## src/rtl/pipe_pkg.sv

```systemverilog
// pipe_pkg: shared types for the pipeline segment register.
//   seg_state_e : segment occupancy state; the encoding doubles as the occ output.
//   SEG_OCC_W   : width of the occupancy count.
package pipe_pkg;
   localparam int SEG_OCC_W = 2;

   typedef enum logic [SEG_OCC_W-1:0] {
      SEG_EMPTY = 2'd0,
      SEG_ONE   = 2'd1,
      SEG_TWO   = 2'd2
   } seg_state_e;
endpackage

```

## src/rtl/pipe_seg_skid.sv

```systemverilog
// pipe_seg_skid: skid data register for pipe_seg_hs.
// It catches the payload that arrives while the main register is stalled,
// and hands it back when the main register drains.
//   clk, resetn : clock, asynchronous active-low reset
//   load        : capture in_data into the skid register
//   in_data     : payload to capture
//   data        : held skid payload (RST_DATA after reset)
//   unload      : main register takes the skid payload this cycle
//   unload_data : payload for the main register, valid while unload is high
module pipe_seg_skid
   import pipe_pkg::*;
#(
   parameter int             DW       = 160,
   parameter logic [DW-1:0]  RST_DATA = '0
) (
   input  logic          clk,
   input  logic          resetn,
   input  logic          load,
   input  logic [DW-1:0] in_data,
   input  logic          unload,
   output logic [DW-1:0] data,
   output logic [DW-1:0] unload_data
);
   always_ff @(posedge clk or negedge resetn) begin
      if (!resetn)   data <= RST_DATA;
      else if (load) data <= in_data;
   end

   // The skid register keeps its contents after unloading; the state machine
   // treats it as empty, so the stale value is never presented.
   assign unload_data = unload ? data : RST_DATA;
endmodule

```

## src/rtl/pipe_seg_hs.sv

```systemverilog
// pipe_seg_hs: parametrised pipeline segment register with valid/ready
// handshake, flush, and an optional 2-entry skid buffer.
// Build option: define PIPE_SEG_SKID_EN to add the skid register and state TWO,
// which makes in_ready a registered output. Without it, in_ready is
// !out_valid | out_ready (combinational from out_ready).
//   clk, resetn          : clock, asynchronous active-low reset
//   flush                : kill held and incoming entries
//   in_valid/in_ready/in_data    : upstream handshake and payload
//   out_valid/out_ready/out_data : downstream handshake and payload
//   occ                  : number of held entries
module pipe_seg_hs
   import pipe_pkg::*;
#(
   parameter int             DW       = 160,
   parameter logic [DW-1:0]  RST_DATA = '0
) (
   input  logic                 clk,
   input  logic                 resetn,
   input  logic                 flush,
   input  logic                 in_valid,
   output logic                 in_ready,
   input  logic [DW-1:0]        in_data,
   output logic                 out_valid,
   input  logic                 out_ready,
   output logic [DW-1:0]        out_data,
   output logic [SEG_OCC_W-1:0] occ
);
   seg_state_e    state, state_n;
   logic [DW-1:0] main_q;
   logic          in_fire, out_fire;
   logic          main_ld_in;   // main <- in_data
   logic          main_ld_skid; // main <- skid
   logic          skid_ld;      // skid <- in_data

   assign in_fire  = in_valid & in_ready;
   assign out_fire = out_valid & out_ready;

   always_comb begin
      state_n      = state;
      main_ld_in   = 1'b0;
      main_ld_skid = 1'b0;
      skid_ld      = 1'b0;
      case (state)
         SEG_EMPTY: if (in_fire) begin
            state_n    = SEG_ONE;
            main_ld_in = 1'b1;
         end
         SEG_ONE: begin
            if (in_fire && out_fire) begin
               main_ld_in = 1'b1;
            end else if (out_fire) begin
               state_n = SEG_EMPTY;
`ifdef PIPE_SEG_SKID_EN
            end else if (in_fire) begin
               state_n = SEG_TWO;
               skid_ld = 1'b1;
`endif
            end
         end
`ifdef PIPE_SEG_SKID_EN
         SEG_TWO: if (out_fire) begin
            state_n      = SEG_ONE;
            main_ld_skid = 1'b1;
         end
`endif
         default: state_n = SEG_EMPTY;
      endcase
      // Flush wins over every transition; register contents may stay stale.
      if (flush) begin
         state_n      = SEG_EMPTY;
         main_ld_in   = 1'b0;
         main_ld_skid = 1'b0;
         skid_ld      = 1'b0;
      end
   end

   always_ff @(posedge clk or negedge resetn) begin
      if (!resetn) state <= SEG_EMPTY;
      else         state <= state_n;
   end

`ifdef PIPE_SEG_SKID_EN
   logic [DW-1:0] skid_data, skid_unload_data;
   logic          in_ready_q;

   pipe_seg_skid #(.DW(DW), .RST_DATA(RST_DATA)) u_skid (
      .clk         (clk),
      .resetn      (resetn),
      .load        (skid_ld),
      .in_data     (in_data),
      .unload      (main_ld_skid),
      .data        (skid_data),
      .unload_data (skid_unload_data)
   );

   always_ff @(posedge clk or negedge resetn) begin
      if (!resetn)           main_q <= RST_DATA;
      else if (main_ld_in)   main_q <= in_data;
      else if (main_ld_skid) main_q <= skid_unload_data;
   end

   // Registered copy of (state != TWO), computed from the next state so it
   // lines up with the state register without any input-to-output path.
   always_ff @(posedge clk or negedge resetn) begin
      if (!resetn) in_ready_q <= 1'b1;
      else         in_ready_q <= (state_n != SEG_TWO);
   end
   assign in_ready = in_ready_q;
`else
   always_ff @(posedge clk or negedge resetn) begin
      if (!resetn)         main_q <= RST_DATA;
      else if (main_ld_in) main_q <= in_data;
   end

   assign in_ready = !out_valid | out_ready;
`endif

   assign out_valid = (state != SEG_EMPTY);
   assign out_data  = main_q;
   assign occ       = state;
endmodule

```

## config.mk

```make
export PLATFORM = sky130hd
export DESIGN_NAME = pipe_seg_hs
export DESIGN_NICKNAME = d
export VERILOG_FILES = /design/src/rtl/pipe_pkg.sv /design/src/rtl/pipe_seg_skid.sv /design/src/rtl/pipe_seg_hs.sv
export SDC_FILE = /design/constraint.sdc
export NUM_CORES = 1
export LEC_CHECK = 0
export ABC_AREA = 1
export CAP_MARGIN = 10
export CORE_MARGIN = 10
export CORE_UTILIZATION = 40
export CTS_CLUSTER_SIZE = 25
export DETAILED_ROUTE_END_ITERATION = 8
export PLACE_DENSITY = 0.81
export REMOVE_ABC_BUFFERS = 1
export SETUP_SLACK_MARGIN = 0.05
export SYNTH_ARGS = -nofsm -noshare
export SYNTH_HDL_FRONTEND = slang
export SYNTH_HIERARCHICAL = 1
export SYNTH_SLANG_ARGS = --single-unit
```

## constraint.sdc

```tcl
create_clock -name clk -period 1.5 [get_ports clk]
set_input_delay 0.15 -clock clk [delete_from_list [all_inputs] [get_ports clk]]
set_output_delay 0.15 -clock clk [all_outputs]
set_load 0.01 [all_outputs]
```

==> results of run 1 <==
## layer usage
metal | vias up | part of all wire | global-route usage
li1 | 2908 | - | -
met1 | 2922 | 0.37 | 0.230
met2 | 261 | 0.49 | 0.350
met5 | - | 0 | 0
met3 | 41 | 0.11 | 0.0972
met4 | 0 | 0.031 | 0.0885
## registers in the layout, indices dropped and copies added (netlist names)
register / flops
out_data: 160
occ: 1
## how the worst min path moves through the flow
stage | from | to | slack, ns | depth (start not counted)
floorplan | resetn | occ[0]$_DFFE_PN0P_ | -0.15 | 0
global placement | resetn | out_data[49]$_DFFE_PN0P_ | 0.11 | 1
detailed placement | resetn | out_data[83]$_DFFE_PN0P_ | 0.12 | 1
CTS | resetn | out_data[83]$_DFFE_PN0P_ | 0.25 | 2
global route | in_data[115] | out_data[115]$_DFFE_PN0P_ | 0.27 | 3
finish | resetn | out_data[28]$_DFFE_PN0P_ | 0.25 | 2
## through the flow
stage               cell area [µm²]  setup WS, ns
floorplan                      6070         -2.61
finish                        10500         0.216
detailed placement            10100        -0.107
global route                  10500         0.141
global placement              10100       -0.0365
CTS                           10500        0.0287
## power groups by stage
stage	Combinational (W)	Sequential [W]	Clock, W
after floorplan	0.000665	0.00567	0
after global placement	0.00320	0.00537	0
after detailed placement	0.00326	0.00539	0
after CTS	0.00284	0.00530	0.00454
after global routing	0.00305	0.00538	0.00472
final	0.00279	0.00530	0.00446
## repair_timing
item | CTS | global route
pin swaps | 0 | 0
hold buffers | 1 | 0
resized for setup | 163 | 2
hold endpoints to repair | 36 | 0
endpoints found under the setup margin | 163 | 1
## cells by family (layout without fill, tap and decap cells)
group,after synthesis,after routing,share of synthesized area
AO/OA/AOI/OAI,1,1,0.000789
buffers and inverters,55,404,0.0436
flip-flops,161,161,0.635
AND/OR/NAND/NOR,483,483,0.320
other,1,1,0.000591
## area by class of cell
| type | count | area, µm² | share of cell area |
|---|---|---|---|
| tap | 211 | 264 | 0.0251 |
| sequential | 161 | 4030 | 0.382 |
| inverter | 2 | 7.51 | 0.000713 |
| clock buffer | 20 | 457 | 0.0433 |
| timing repair buffer | 370 | 3580 | 0.340 |
| clock inverter | 12 | 155 | 0.0147 |
| multi-input combinational | 485 | 2040 | 0.194 |
## layout by cell type, fill, tap and decap left out, drive strengths merged, types with 2 or more instances in the layout
cell and instances:
bufinv 3, inv 4, dfrtp 161, clkbuf 21, nand3 160, clkinv 5, clkdlybuf4s50 163, dlygate4sd2 162
clkinvlp 2, nand2 322, buf 43
==> impl_results.md, run 1 <==
- I/O Buffers: 327
- Nets: 1202
- Cell with the most instances after synthesis: nand2_1
- Net Switching: 0.00350 W
- Root buf cell: clkbuf_16
- Seq/Total Area, Yosys: 0.635
- First-pass GRT wire length: 35900 µm
- IO Pins: 329
- Yosys warnings: 6
- Dpl cells: 1228
- Internal Power: 0.00905 W
- Die Height: 146 µm
- Fillers: 1246
- Hold Violations, Final: 0
- Crit Path Class: reg2out
- Final TNS setup: 0 ns
- Post-CTS Setup Bufs: 0
- Slowest stage cell, crit path: dfrtp_1
- Vias after detailed routing: 6132
- Fin util: 0.685
- Main synth FF type: dfrtp_1
- GRT Resource Usage Total: 0.212
- Post-Route WL: 23000 µm
- Share of the synthesized area in the top cell type: 0.635
- Slew Limit Fails: 0
- FP Rows: 45
- Crit-path cells: dlygate4sd2_1
- Static Leakage: 5.59 nW
- Grt ovf: 0
- Biggest area consumer among synthesized cells: dfrtp_1
- Clock Power Share: 0.355
- Reg-to-reg slack, setup: 0.23 ns
- Antenna viol nets, final: 0
- Synth top area cells: dfrtp_1 64%, nand2_1 19%, nand3_1 13%
- CP Capture Point: occ[0]
- Count of cell types in the netlist: 13
- Post-synth top cells: 320 x nand2_1, 161 x dfrtp_1, 160 x nand3_1
- Final Cycle Share: 0.856
- Inserted Clock Buffers: 17
- Cells after Synth: 701
- GPL Wtd Cong: 0.821
- # DRC: 0
- Post-Syn Area per Cell: 9.04 µm²
- Deepest clock path buffer count: 2
- Max incr delay on CP: 0.41 ns
- WP buf/inv: 1
- FF-to-FF path depth: 5
- Wire length per cell: 18.2 µm
- Post-layout min period: 1.28 ns
- Reg2reg end: out_data[120]$_DFFE_PN0P_
- Worst hold margin: 0.252 ns
- # clock sinks: 161
- Die X: 146 µm
- Number of H-tree levels: 4
- Layout cell share with drive strength beyond 1: 0.0752
- CP top delay family: flip-flops
- Die area: 21300 µm²
- CTS clk-pin slew, worst paths: 0.06 ns
- Endpoints failing setup: 0
- CP Capture Type: output pin
- Vias in the first global route: 6320
- Max_cap viols: 0
- Reg power frac: 0.422
- Drt first-iter violations: 326
- Critical Path Start: occ[0]$_DFFE_PN0P_
- Post-DP HPWL: 17400 µm
- RR Startpoint: occ[0]$_DFFE_PN0P_
- Via-per-instance ratio: 4.86
- Syn Std Cell Area: 6340 µm²
- Later-pin clock latency in the skew report: 0.42 ns
- CP max FO: 3
- VDD IR max: 739 µV
- Switch share: 0.279
- Power per cell area: 1190 nW/µm²
- FMAX: 779 MHz
- Largest net degree at the start of global routing: 43
- Final Skew: 0.00758 ns
- Worst setup SP type: flip-flop
- Initial antenna violation count: 0
- Crit. path cell count: 1
- Initial Util: 0.412
- Total core area: 15400 µm²
- Final Total Pwr: 0.0125 W
- Critical Path AT: 1.13 ns
- Post-synth EDFFs: 0
- CTS tree: done
- Async set-reset flop share out of synthesis: 1.00
- Diodes inserted: 0
- Synth Register Bits: 161
- Drt pass-1 iters: 4
- Worst hold path type: in2async
- WP data required: 1.35 ns
- Area growth syn-to-layout: 66.2%
- Gate power share: 0.222
- Finished Layout Cells: 1261
- RSZ-0062 raised after global routing: no
- Outcome: completed
Power figures use the tool's default switching activity.
==> inputs of run 2 (changes only) <==
--- a/config.mk
+++ b/config.mk
@@ -6,7 +6,7 @@
 export NUM_CORES = 1
 export LEC_CHECK = 0
 export ABC_AREA = 1
-export CAP_MARGIN = 10
+export CAP_MARGIN = 20
 export CORE_MARGIN = 10
 export CORE_UTILIZATION = 40
 export CTS_CLUSTER_SIZE = 25
@@ -18,3 +18,4 @@
 export SYNTH_HDL_FRONTEND = slang
 export SYNTH_HIERARCHICAL = 1
 export SYNTH_SLANG_ARGS = --single-unit
+export TNS_END_PERCENT = 1
==> results of run 2 <==
Same layout as run 1: the final DEF is identical, and so are final timing and power.
Main changes from that run: number of gates resized after CTS 163 -> 164
==> inputs of run 3 (changes only) <==
--- a/config.mk
+++ b/config.mk
@@ -12,8 +12,10 @@
 export CTS_CLUSTER_SIZE = 25
 export DETAILED_ROUTE_END_ITERATION = 8
 export PLACE_DENSITY = 0.81
+export RECOVER_POWER = 25
 export REMOVE_ABC_BUFFERS = 1
 export SETUP_SLACK_MARGIN = 0.05
+export SKIP_CTS_REPAIR_TIMING = 1
 export SYNTH_ARGS = -nofsm -noshare
 export SYNTH_HDL_FRONTEND = slang
 export SYNTH_HIERARCHICAL = 1
==> run 3 against run 2 <==
  * Power increased by 2.5%
  * Clock-buffer cell count unchanged
  * Sequential cell count unchanged
  * Clock skew about the same
  * Critical path type unchanged
  * Worst setup slack got worse by 0.037 ns
  * Hold slack got worse by 0.027 ns
  * Global-route usage increased by 0.059 points
  * Final area increased by 5.3%
==> impl_results.md, run 3 (synthesis gave the netlist of run 1 again) <==
- Die area: 21300 µm²
- FMAX: 757 MHz
- GRT Resource Usage Total: 0.212
- VDD IR max: 737 µV
- Initial Util: 0.412
- IO Pins: 329
- Post-Route WL: 24000 µm
- Largest net degree at the start of global routing: 43
- Reg power frac: 0.413
- Static Leakage: 7.11 nW
- Outcome: completed
- Initial antenna violation count: 0
- Commonest non-fill, non-tap cell in the layout: nand2_1
- Worst-margin pin slew: 0.639 ns
- Commonest cells after routing, fill and taps aside: 320 x nand2_1, 163 x clkdlybuf4s50_1, 163 x dlymetal6s2s_1
- Power per cell area: 1160 nW/µm²
- Post-layout min period: 1.32 ns
- Dpl cells: 1228
- Final Cycle Share: 0.881
- Max reg flops: 160
- WP data required: 1.35 ns
- Post-DP Area: 10100 µm²
- RSZ-0062 raised after global routing: no
- Design Area, Final: 11100 µm²
- Finished Layout Cells: 1261
- Hold Violations, Final: 0
- Net Switching: 0.00354 W
- Worst slew margin: 0.574
- Fin util: 0.722
- Clock Power Share: 0.347
- Root buf cell: clkbuf_16
- CP max FO: 4
- Slew Limit Fails: 0
- Antenna viol nets, final: 0
- Area growth syn-to-layout: 74.9%
- Layout cell share with drive strength beyond 1: 0.0733
- I/O Buffers: 327
- Diodes inserted: 0
- GPL Wtd Cong: 0.821
- Gate power share: 0.240
- CP Capture Type: output pin
- Later-pin clock latency in the skew report: 0.42 ns
- # DRC: 0
- Grt ovf: 0
- First-pass GRT wire length: 36000 µm
- Die Height: 146 µm
- Max_cap viols: 0
- Internal Power: 0.00933 W
- Total core area: 15400 µm²
- Final TNS setup: 0 ns
- Number of H-tree levels: 4
- Vias after detailed routing: 6219
- Crit Path Class: reg2out
- CTS tree: done
- Inserted Clock Buffers: 17
- Endpoints failing setup: 0
- FP Rows: 45
- Post-DP HPWL: 17400 µm
- Die X: 146 µm
- Nets: 1202
- Switch share: 0.275
- Worst hold path type: in2async
- Final Total Pwr: 0.0129 W
- Drt pass-1 iters: 6
- Worst setup SP type: flip-flop
- CTS clk-pin slew, worst paths: 0.06 ns
- # clock sinks: 161
- Critical Path AT: 1.17 ns
- Wire length per cell: 19.0 µm
- Final Skew: 0.00774 ns
- Vias in the first global route: 6344
- Deepest clock path buffer count: 2
- Via-per-instance ratio: 4.93
- Drt first-iter violations: 379
-- run 3: cell count changes in the layout (fill, tap and decap cells not counted), sizes merged --
cell,delta
dlymetal6s2s,+163
dlygate4sd2,-162
buf,-5
clkbuf,+4
-- run 3: cell type report --
cell class | instances | area (µm²)
inverters | 2 | 7.51
flip-flops and latches | 161 | 4030
repair buffers | 370 | 4130
fillers | 1071 | 4280
clock buffers | 20 | 457
well taps | 211 | 264
clock inverters | 12 | 155
multi-input cells | 485 | 2040
-- run 3: through the flow --
stage,setup WS (ns),hold WS (ns)
after CTS,-0.249,-0.335
final,0.179,0.225
after global routing,0.107,0.250
after detailed placement,-0.107,0.116
after floorplan,-2.61,-0.146
after global placement,-0.0365,0.114
-- run 3: routing by layer --
layer,track usage,vias up,routed length [µm]
met5,0,-,0
met4,0.0895,0,684
met3,0.0966,39,2360
met2,0.350,275,12000
met1,0.232,2996,9030
li1,-,2909,-
-- run 3: worst paths after layout --
kind | cells after the start | end | startpoint | slack (ns)
max | 2 | in_ready | occ[0]$_DFFE_PN0P_ | 0.18
min | 2 | out_data[62]$_DFFE_PN0P_ | resetn | 0.22
max reg2reg | 5 | out_data[34]$_DFFE_PN0P_ | occ[0]$_DFFE_PN0P_ | 0.21
min reg2reg | 2 | out_data[98]$_DFFE_PN0P_ | out_data[98]$_DFFE_PN0P_ | 0.46
max in group asynchronous | 3 | out_data[121]$_DFFE_PN0P_ | resetn | 0.32
min in group clk | 3 | out_data[101]$_DFFE_PN0P_ | in_data[101] | 0.27
-- run 3: power by group through the flow --
stage          clock (W)  combinational (W)  sequential, W
2_1_floorplan          0           0.000665        0.00567
3_3_place_gp           0            0.00320        0.00537
3_5_place_dp           0            0.00326        0.00539
4_1_cts          0.00454            0.00329        0.00533
5_1_grt          0.00472            0.00333        0.00538
6_report         0.00447            0.00309        0.00531
-- run 3: worst max-delay path, cell delays in order, from the launching register on --
cell and delay (ns):
dfrtp_1 0.41, nand2_4 0.11, dlymetal6s2s_1 0.23
